==> src/rtl/beacon_power_sequencer_if.sv <==
// Handshake bundle between the beacon control logic and the power sequencer.
// W sets the duty command width and must match the sequencer instance.
interface beacon_power_sequencer_if #(
  parameter int unsigned W = 8
);
  logic         tick;
  logic         lights_req;
  logic         src_req;
  logic         cap_ok;
  logic         grid_switch;
  logic         pwm_enable;
  logic [W-1:0] duty;
  logic         busy;
  logic         fallback;

  modport master (
    output tick, lights_req, src_req, cap_ok,
    input  grid_switch, pwm_enable, duty, busy, fallback
  );

  modport slave (
    input  tick, lights_req, src_req, cap_ok,
    output grid_switch, pwm_enable, duty, busy, fallback
  );
endinterface

==> src/rtl/beacon_power_sequencer.sv <==
// Beacon light power path sequencer: grid/capacitor source select with break-before-make
// dead time and PWM soft-start. Soft-start ramp is enabled by defining BEACON_SEQ_RAMP_EN.
module beacon_power_sequencer #(
  parameter int unsigned DEAD_TICKS   = 4,
  parameter int unsigned SETTLE_TICKS = 2,
  parameter int unsigned RAMP_STEP    = 8,
  parameter int unsigned DUTY_MAX     = 255,
  parameter int unsigned W            = 8
) (
  input  logic                          clk,
  input  logic                          rst,
  beacon_power_sequencer_if.slave       bus
);

`ifdef BEACON_SEQ_RAMP_EN
  localparam bit RAMP_EN = 1'b1;
`else
  localparam bit RAMP_EN = 1'b0;
`endif

  localparam int unsigned CNT_MAX = (DEAD_TICKS > SETTLE_TICKS) ? DEAD_TICKS : SETTLE_TICKS;
  localparam int unsigned CNT_W   = $clog2(CNT_MAX + 1);
  localparam logic [W-1:0] DUTY_FULL     = W'(DUTY_MAX);
  localparam logic [W:0]   DUTY_FULL_EXT = (W+1)'(DUTY_MAX);
  localparam logic [W:0]   STEP_EXT      = (W+1)'(RAMP_STEP);

  typedef enum logic [2:0] {
    S_OFF,
    S_DRAIN,
    S_SWITCH,
    S_RAMP,
    S_ON
  } state_t;

  state_t             state_q, state_d;
  logic [CNT_W-1:0]   cnt_q, cnt_d;
  logic               grid_q, grid_d;
  logic               pwm_q, pwm_d;
  logic [W-1:0]       duty_q, duty_d;
  logic               busy_q, busy_d;
  logic               fallback_q, fallback_d;
  logic               src_eff_c;
  logic [W:0]         ramp_sum_c;

  assign src_eff_c  = bus.src_req & bus.cap_ok & ~fallback_q;
  assign ramp_sum_c = {1'b0, duty_q} + STEP_EXT;

  // State and output registers
  always_ff @(posedge clk or posedge rst) begin
    if (rst) begin
      state_q    <= S_OFF;
      cnt_q      <= '0;
      grid_q     <= 1'b0;
      pwm_q      <= 1'b0;
      duty_q     <= '0;
      busy_q     <= 1'b0;
      fallback_q <= 1'b0;
    end else begin
      state_q    <= state_d;
      cnt_q      <= cnt_d;
      grid_q     <= grid_d;
      pwm_q      <= pwm_d;
      duty_q     <= duty_d;
      busy_q     <= busy_d;
      fallback_q <= fallback_d;
    end
  end

  // Next-state and next-output logic
  always_comb begin
    state_d = state_q;
    cnt_d   = cnt_q;
    grid_d  = grid_q;
    duty_d  = duty_q;
    // Clearing on src_req=0 takes priority over a coincident set
    fallback_d = bus.src_req ? (fallback_q | (grid_q & ~bus.cap_ok)) : 1'b0;

    unique case (state_q)
      S_OFF: begin
        duty_d = '0;
        if (bus.lights_req) begin
          cnt_d = '0;
          if (src_eff_c != grid_q) begin
            state_d = S_DRAIN;
          end else if (RAMP_EN) begin
            state_d = S_RAMP;
          end else begin
            state_d = S_ON;
            duty_d  = DUTY_FULL;
          end
        end
      end

      S_DRAIN: begin
        duty_d = '0;
        if (bus.tick) begin
          if (cnt_q == CNT_W'(DEAD_TICKS - 1)) begin
            cnt_d   = '0;
            grid_d  = src_eff_c;
            state_d = S_SWITCH;
          end else begin
            cnt_d = cnt_q + CNT_W'(1);
          end
        end
      end

      S_SWITCH: begin
        duty_d = '0;
        if (bus.tick) begin
          if (cnt_q == CNT_W'(SETTLE_TICKS - 1)) begin
            cnt_d = '0;
            if (!bus.lights_req) begin
              state_d = S_OFF;
            end else if (RAMP_EN) begin
              state_d = S_RAMP;
            end else begin
              state_d = S_ON;
              duty_d  = DUTY_FULL;
            end
          end else begin
            cnt_d = cnt_q + CNT_W'(1);
          end
        end
      end

      S_RAMP, S_ON: begin
        if (state_q == S_ON) begin
          duty_d = DUTY_FULL;
        end
        if (!bus.lights_req) begin
          state_d = S_OFF;
          duty_d  = '0;
        end else if (src_eff_c != grid_q) begin
          state_d = S_DRAIN;
          duty_d  = '0;
          cnt_d   = '0;
        end else if (state_q == S_RAMP && bus.tick) begin
          // Sum is one bit wider than duty so saturation never sees a wrapped value
          if (ramp_sum_c >= DUTY_FULL_EXT) begin
            duty_d  = DUTY_FULL;
            state_d = S_ON;
          end else begin
            duty_d = ramp_sum_c[W-1:0];
          end
        end
      end

      default: begin
        state_d = S_OFF;
        duty_d  = '0;
      end
    endcase

    pwm_d  = (state_d == S_RAMP) || (state_d == S_ON);
    busy_d = (state_d == S_DRAIN) || (state_d == S_SWITCH) || (state_d == S_RAMP);
  end

  assign bus.grid_switch = grid_q;
  assign bus.pwm_enable  = pwm_q;
  assign bus.duty        = duty_q;
  assign bus.busy        = busy_q;
  assign bus.fallback    = fallback_q;

endmodule

==> src/flat_wrapper.sv <==
// flat-port wrapper written by rule: the top's interface ports become plain ports
module beacon_power_sequencer_flat 
#(
  parameter int unsigned DEAD_TICKS   = 4,
  parameter int unsigned SETTLE_TICKS = 2,
  parameter int unsigned RAMP_STEP    = 8,
  parameter int unsigned DUTY_MAX     = 255,
  parameter int unsigned W            = 8
)
  (clk, rst, bus_tick, bus_lights_req, bus_src_req, bus_cap_ok, bus_grid_switch, bus_pwm_enable, bus_duty, bus_busy, bus_fallback);
  beacon_power_sequencer_if #(.W(W)) bus_i ();
  input  logic clk;
  input  logic rst;
  input wire logic [$bits(bus_i.tick)-1:0] bus_tick;
  input wire logic [$bits(bus_i.lights_req)-1:0] bus_lights_req;
  input wire logic [$bits(bus_i.src_req)-1:0] bus_src_req;
  input wire logic [$bits(bus_i.cap_ok)-1:0] bus_cap_ok;
  output wire logic [$bits(bus_i.grid_switch)-1:0] bus_grid_switch;
  output wire logic [$bits(bus_i.pwm_enable)-1:0] bus_pwm_enable;
  output wire logic [$bits(bus_i.duty)-1:0] bus_duty;
  output wire logic [$bits(bus_i.busy)-1:0] bus_busy;
  output wire logic [$bits(bus_i.fallback)-1:0] bus_fallback;
  assign bus_i.tick = bus_tick;
  assign bus_i.lights_req = bus_lights_req;
  assign bus_i.src_req = bus_src_req;
  assign bus_i.cap_ok = bus_cap_ok;
  assign bus_grid_switch = bus_i.grid_switch;
  assign bus_pwm_enable = bus_i.pwm_enable;
  assign bus_duty = bus_i.duty;
  assign bus_busy = bus_i.busy;
  assign bus_fallback = bus_i.fallback;
  beacon_power_sequencer #(.DEAD_TICKS(DEAD_TICKS), .SETTLE_TICKS(SETTLE_TICKS), .RAMP_STEP(RAMP_STEP), .DUTY_MAX(DUTY_MAX), .W(W)) u_core (.clk(clk), .rst(rst), .bus(bus_i));
endmodule
==> config.mk <==
export PLATFORM = sky130hd
export DESIGN_NAME = beacon_power_sequencer_flat
export DESIGN_NICKNAME = d
export VERILOG_FILES = /design/src/rtl/beacon_power_sequencer_if.sv /design/src/rtl/beacon_power_sequencer.sv /design/src/flat_wrapper.sv
export SDC_FILE = /design/constraint.sdc
export NUM_CORES = 1
export LEC_CHECK = 0
export ABC_AREA = 1
export CORE_AREA = 3 3 49 51
export CTS_BUF_LIST = sky130_fd_sc_hd__clkbuf_16
export DETAILED_ROUTE_END_ITERATION = 8
export DIE_AREA = 0 0 52 54
export PLACE_DENSITY = 0.79
export SYNTH_ARGS = -nofsm -noshare
export SYNTH_HDL_FRONTEND = slang
export SYNTH_SLANG_ARGS = --single-unit
==> constraint.sdc <==
create_clock -name clk -period 4.1 [get_ports clk]
set_input_delay 1.23 -clock clk [delete_from_list [all_inputs] [get_ports clk]]
set_output_delay 1.23 -clock clk [all_outputs]
set_load 0.02 [all_outputs]
==> results.py <==
metrics = {
    "sta": {
        "hold_viol": 0,
        "period_share_pct": 63.7,
        "setup_tns_ns": 0,
        "timing.fmax_mhz": 383,
        "tightest_slew_ns": 0.607,
        "fin_skew_ns": 0.00322,
        "maxSlewHeadroom_pct": 59.5,
        "hold_ws_ns": 0.551,
        "report.final.slew_viol_count": 0,
        "grt_setup_unrepaired": "no",
        "fin_ws_ns": 1.49,
        "setup_viol": 0,
        "min_period_ns": 2.61,
    },
    "final_layout": {
        "area_growth_pct": 24.1,
        "drive_above_1_share_pct": 13.9,
        "fin_area_sq_um": 1360,
        "final_common_cell": "nand2_1",
        "layout_common_cells": "nand2_1, inv_1, nand3_1, clkdlybuf4s50_1, dfrtp_1",
        "fillCellCount": 149,
        "multiInputGateArea_sq_um": 591,
        "fin_nets": 179,
        "area.sequential_sq_um": 400,
        "antenna_cells": 0,
    },
    "critical_path": {
        "slowest_stage": "clkdlybuf4s50_1",
        "cp-start-kind": "flop",
        "cp.required_ns": 2.87,
        "r2r_end": "u_core.bus.busy",
        "crit_chain": "clkdlybuf4s50_1",
        "critPathBufInv": 1,
        "worstPathArrival_ns": 1.38,
        "r2r_slack_ns": 2.40,
        "ff2ff_path_depth": 10,
        "critical_path.top_delay_family": "buffers and inverters",
        "end_kind": "output pin",
        "critPathMaxStageDelay_ns": 0.66,
        "path_max_fanout": 8,
        "crit_type": "reg2out",
        "timing.rr.start": "u_core.bus.duty[3]",
        "worstSetupPathDepth": 1,
    },
    "yosys": {
        "synth_area_sq_um": 1090,
        "ys.flop_type": "dfrtp_1",
        "synth_top_area_share_pct": 36.6,
        "synth_seq_area_share_pct": 36.6,
        "synthArstFlopShare_pct": 100,
        "syn-num-nets": 159,
        "synthTopCellsByArea": "dfrtp_1, nand2_1, nand3_1, ha_1, inv_1",
        "ys_warn_count": 0,
        "yosysUniqueCellTypes": 26,
        "synth_area_per_cell_sq_um": 7.44,
        "synth_edf_count": 0,
        "synth_top_area_cell": "dfrtp_1",
        "synth_seq_cells": 16,
        "syn_inst": 147,
    },
    "routing": {
        "ant_nets": 0,
        "wl_microns": 2110,
        "wl_per_cell_microns": 11.0,
        "dr.pass1.iters": 4,
        "vias": 1019,
        "drc": 0,
        "viasPerCell": 5.31,
        "drt_iter0_drc": 27,
    },
    "die": {
        "die_h_microns": 54,
        "design.portCount": 18,
        "coreArea_sq_um": 1980,
        "dieArea_sq_um": 2810,
        "die_x_microns": 52,
        "row_count": 16,
        "floorplan.initialDensity_pct": 55.2,
    },
    "cts": {
        "clockBufferDepth": 2,
        "path_clk_slew_ns": 0.05,
        "clock-sinks": 16,
        "cts_resized": 0,
        "postCtsSetupRepairBufs": 0,
        "postCtsHoldBufs": 0,
        "cts_tree": "done",
        "cts-htree-levels": 1,
        "numCtsBuffers": 3,
        "clk_latency_ns": 0.24,
        "root_buffer": "clkbuf_16",
    },
    "global_route": {
        "grt_pass1_wl_microns": 3720,
        "grt_pass1_vias": 957,
        "grt_use_total_pct": 17.8,
        "gr-total-overflow": 0,
        "grt_max_degree": 17,
        "grt_antenna_before_repair": 0,
    },
    "place": {
        "hpwlAfterDp_microns": 1660,
        "post-place-ws_ns": 1.29,
        "finalWeightedCongestion": 0.877,
        "place_area_sq_um": 1280,
        "io_buffers": 17,
    },
    "power_and_ir_drop": {
        "power_leakage_uw": 0.000714,
        "finalPower_uw": 892,
        "p_per_area_nw_per_um2": 657,
        "peakVddDrop_v": 0.000420,
    },
    "job": {
        "maxCapViolCount": 0,
    },
    "hold_path": {
        "hold_path.class": "reg2reg",
        "hp-start": "u_core.bus.duty[7]",
        "hold_end": "u_core.bus.duty[7]",
        "min_path_cells": 2,
    },
    "outcome": {
        "status": "finished, final reports clean",
    },
}
==> final cells by class <==
| class | count | share of cell area [%] |
|---|---|---|
| flip-flops and latches | 16 | 29.5 |
| inverters | 23 | 6.45 |
| repair buffers | 17 | 12.5 |
| multi-input cells | 106 | 43.5 |
| well taps | 27 | 2.49 |
| clock buffers | 3 | 5.53 |
==> report_power, final <==
group	switching [uW]	internal, uW	total (uW)
combinational	245	179	424
clock	57.5	128	185
sequential	66.0	217	283
==> metal layers <==
metal  wire (microns)  GRT usage [%]  vias up
met4               34           7.86        0
met3              157           5.54        7
met5                0              0        -
met2              944           28.7       39
met1              974           21.7      466
li1                 -              -      507
==> sequential cells by signal, indices dropped and copies added (netlist names) <==
register,flops
u_core.bus.duty,6
u_core.cnt_q,3
u_core.state_q,3
u_core.bus.busy,1
u_core.bus.fallback,1
u_core.bus.grid_switch,1
u_core.bus.pwm_enable,1
==> worst max-delay path by stage <==
| stage | from | end | slack, ns |
|---|---|---|---|
| 5_1_grt | bus_cap_ok | u_core.bus.duty[5] | 1.41 |
| 3_3_place_gp | bus_src_req | u_core.bus.duty[7] | 1.36 |
| 3_5_place_dp | bus_cap_ok | u_core.bus.duty[4] | 1.29 |
| 6_report | u_core.bus.duty[5] | bus_duty[5] | 1.49 |
| 4_1_cts | u_core.bus.duty[5] | bus_duty[5] | 1.49 |
| 2_1_floorplan | bus_src_req | u_core.bus.duty[1] | 1.95 |
==> through the flow <==
| stage | std cells | utilization (%) |
|---|---|---|
| final | 192 | 68.5 |
| after global routing | 192 | 68.5 |
| after CTS | 192 | 68.5 |
| after detailed placement | 189 | 64.7 |
| after global placement | 189 | 64.7 |
| after floorplan | 147 | - |
==> synth_stat cells, types with 2 or more instances <==
master / number
a21oi_1: 6
dfrtp_1: 16
ha_1: 6
inv_1: 19
nand3_1: 17
o21ai_2: 2
nand2_1: 36
nor2_1: 11
buf_4: 2
nand2_4: 2
inv_2: 3
o21ai_0: 5
nand4_1: 2
nand2_2: 4
nand3_2: 2
nor2_2: 4
==> cell families (layout without fill, tap and decap cells) <==
family | Yosys count | count (layout) | synth area share (%)
xor+xnor | 1 | 1 | 1.49
buf+inv | 25 | 43 | 9.38
simple gates | 82 | 82 | 36.3
flops | 16 | 16 | 36.6
compound gates | 17 | 17 | 9.38
fa+ha+maj | 6 | 6 | 6.86
No activity file was read; power rests on OpenSTA's default activity.
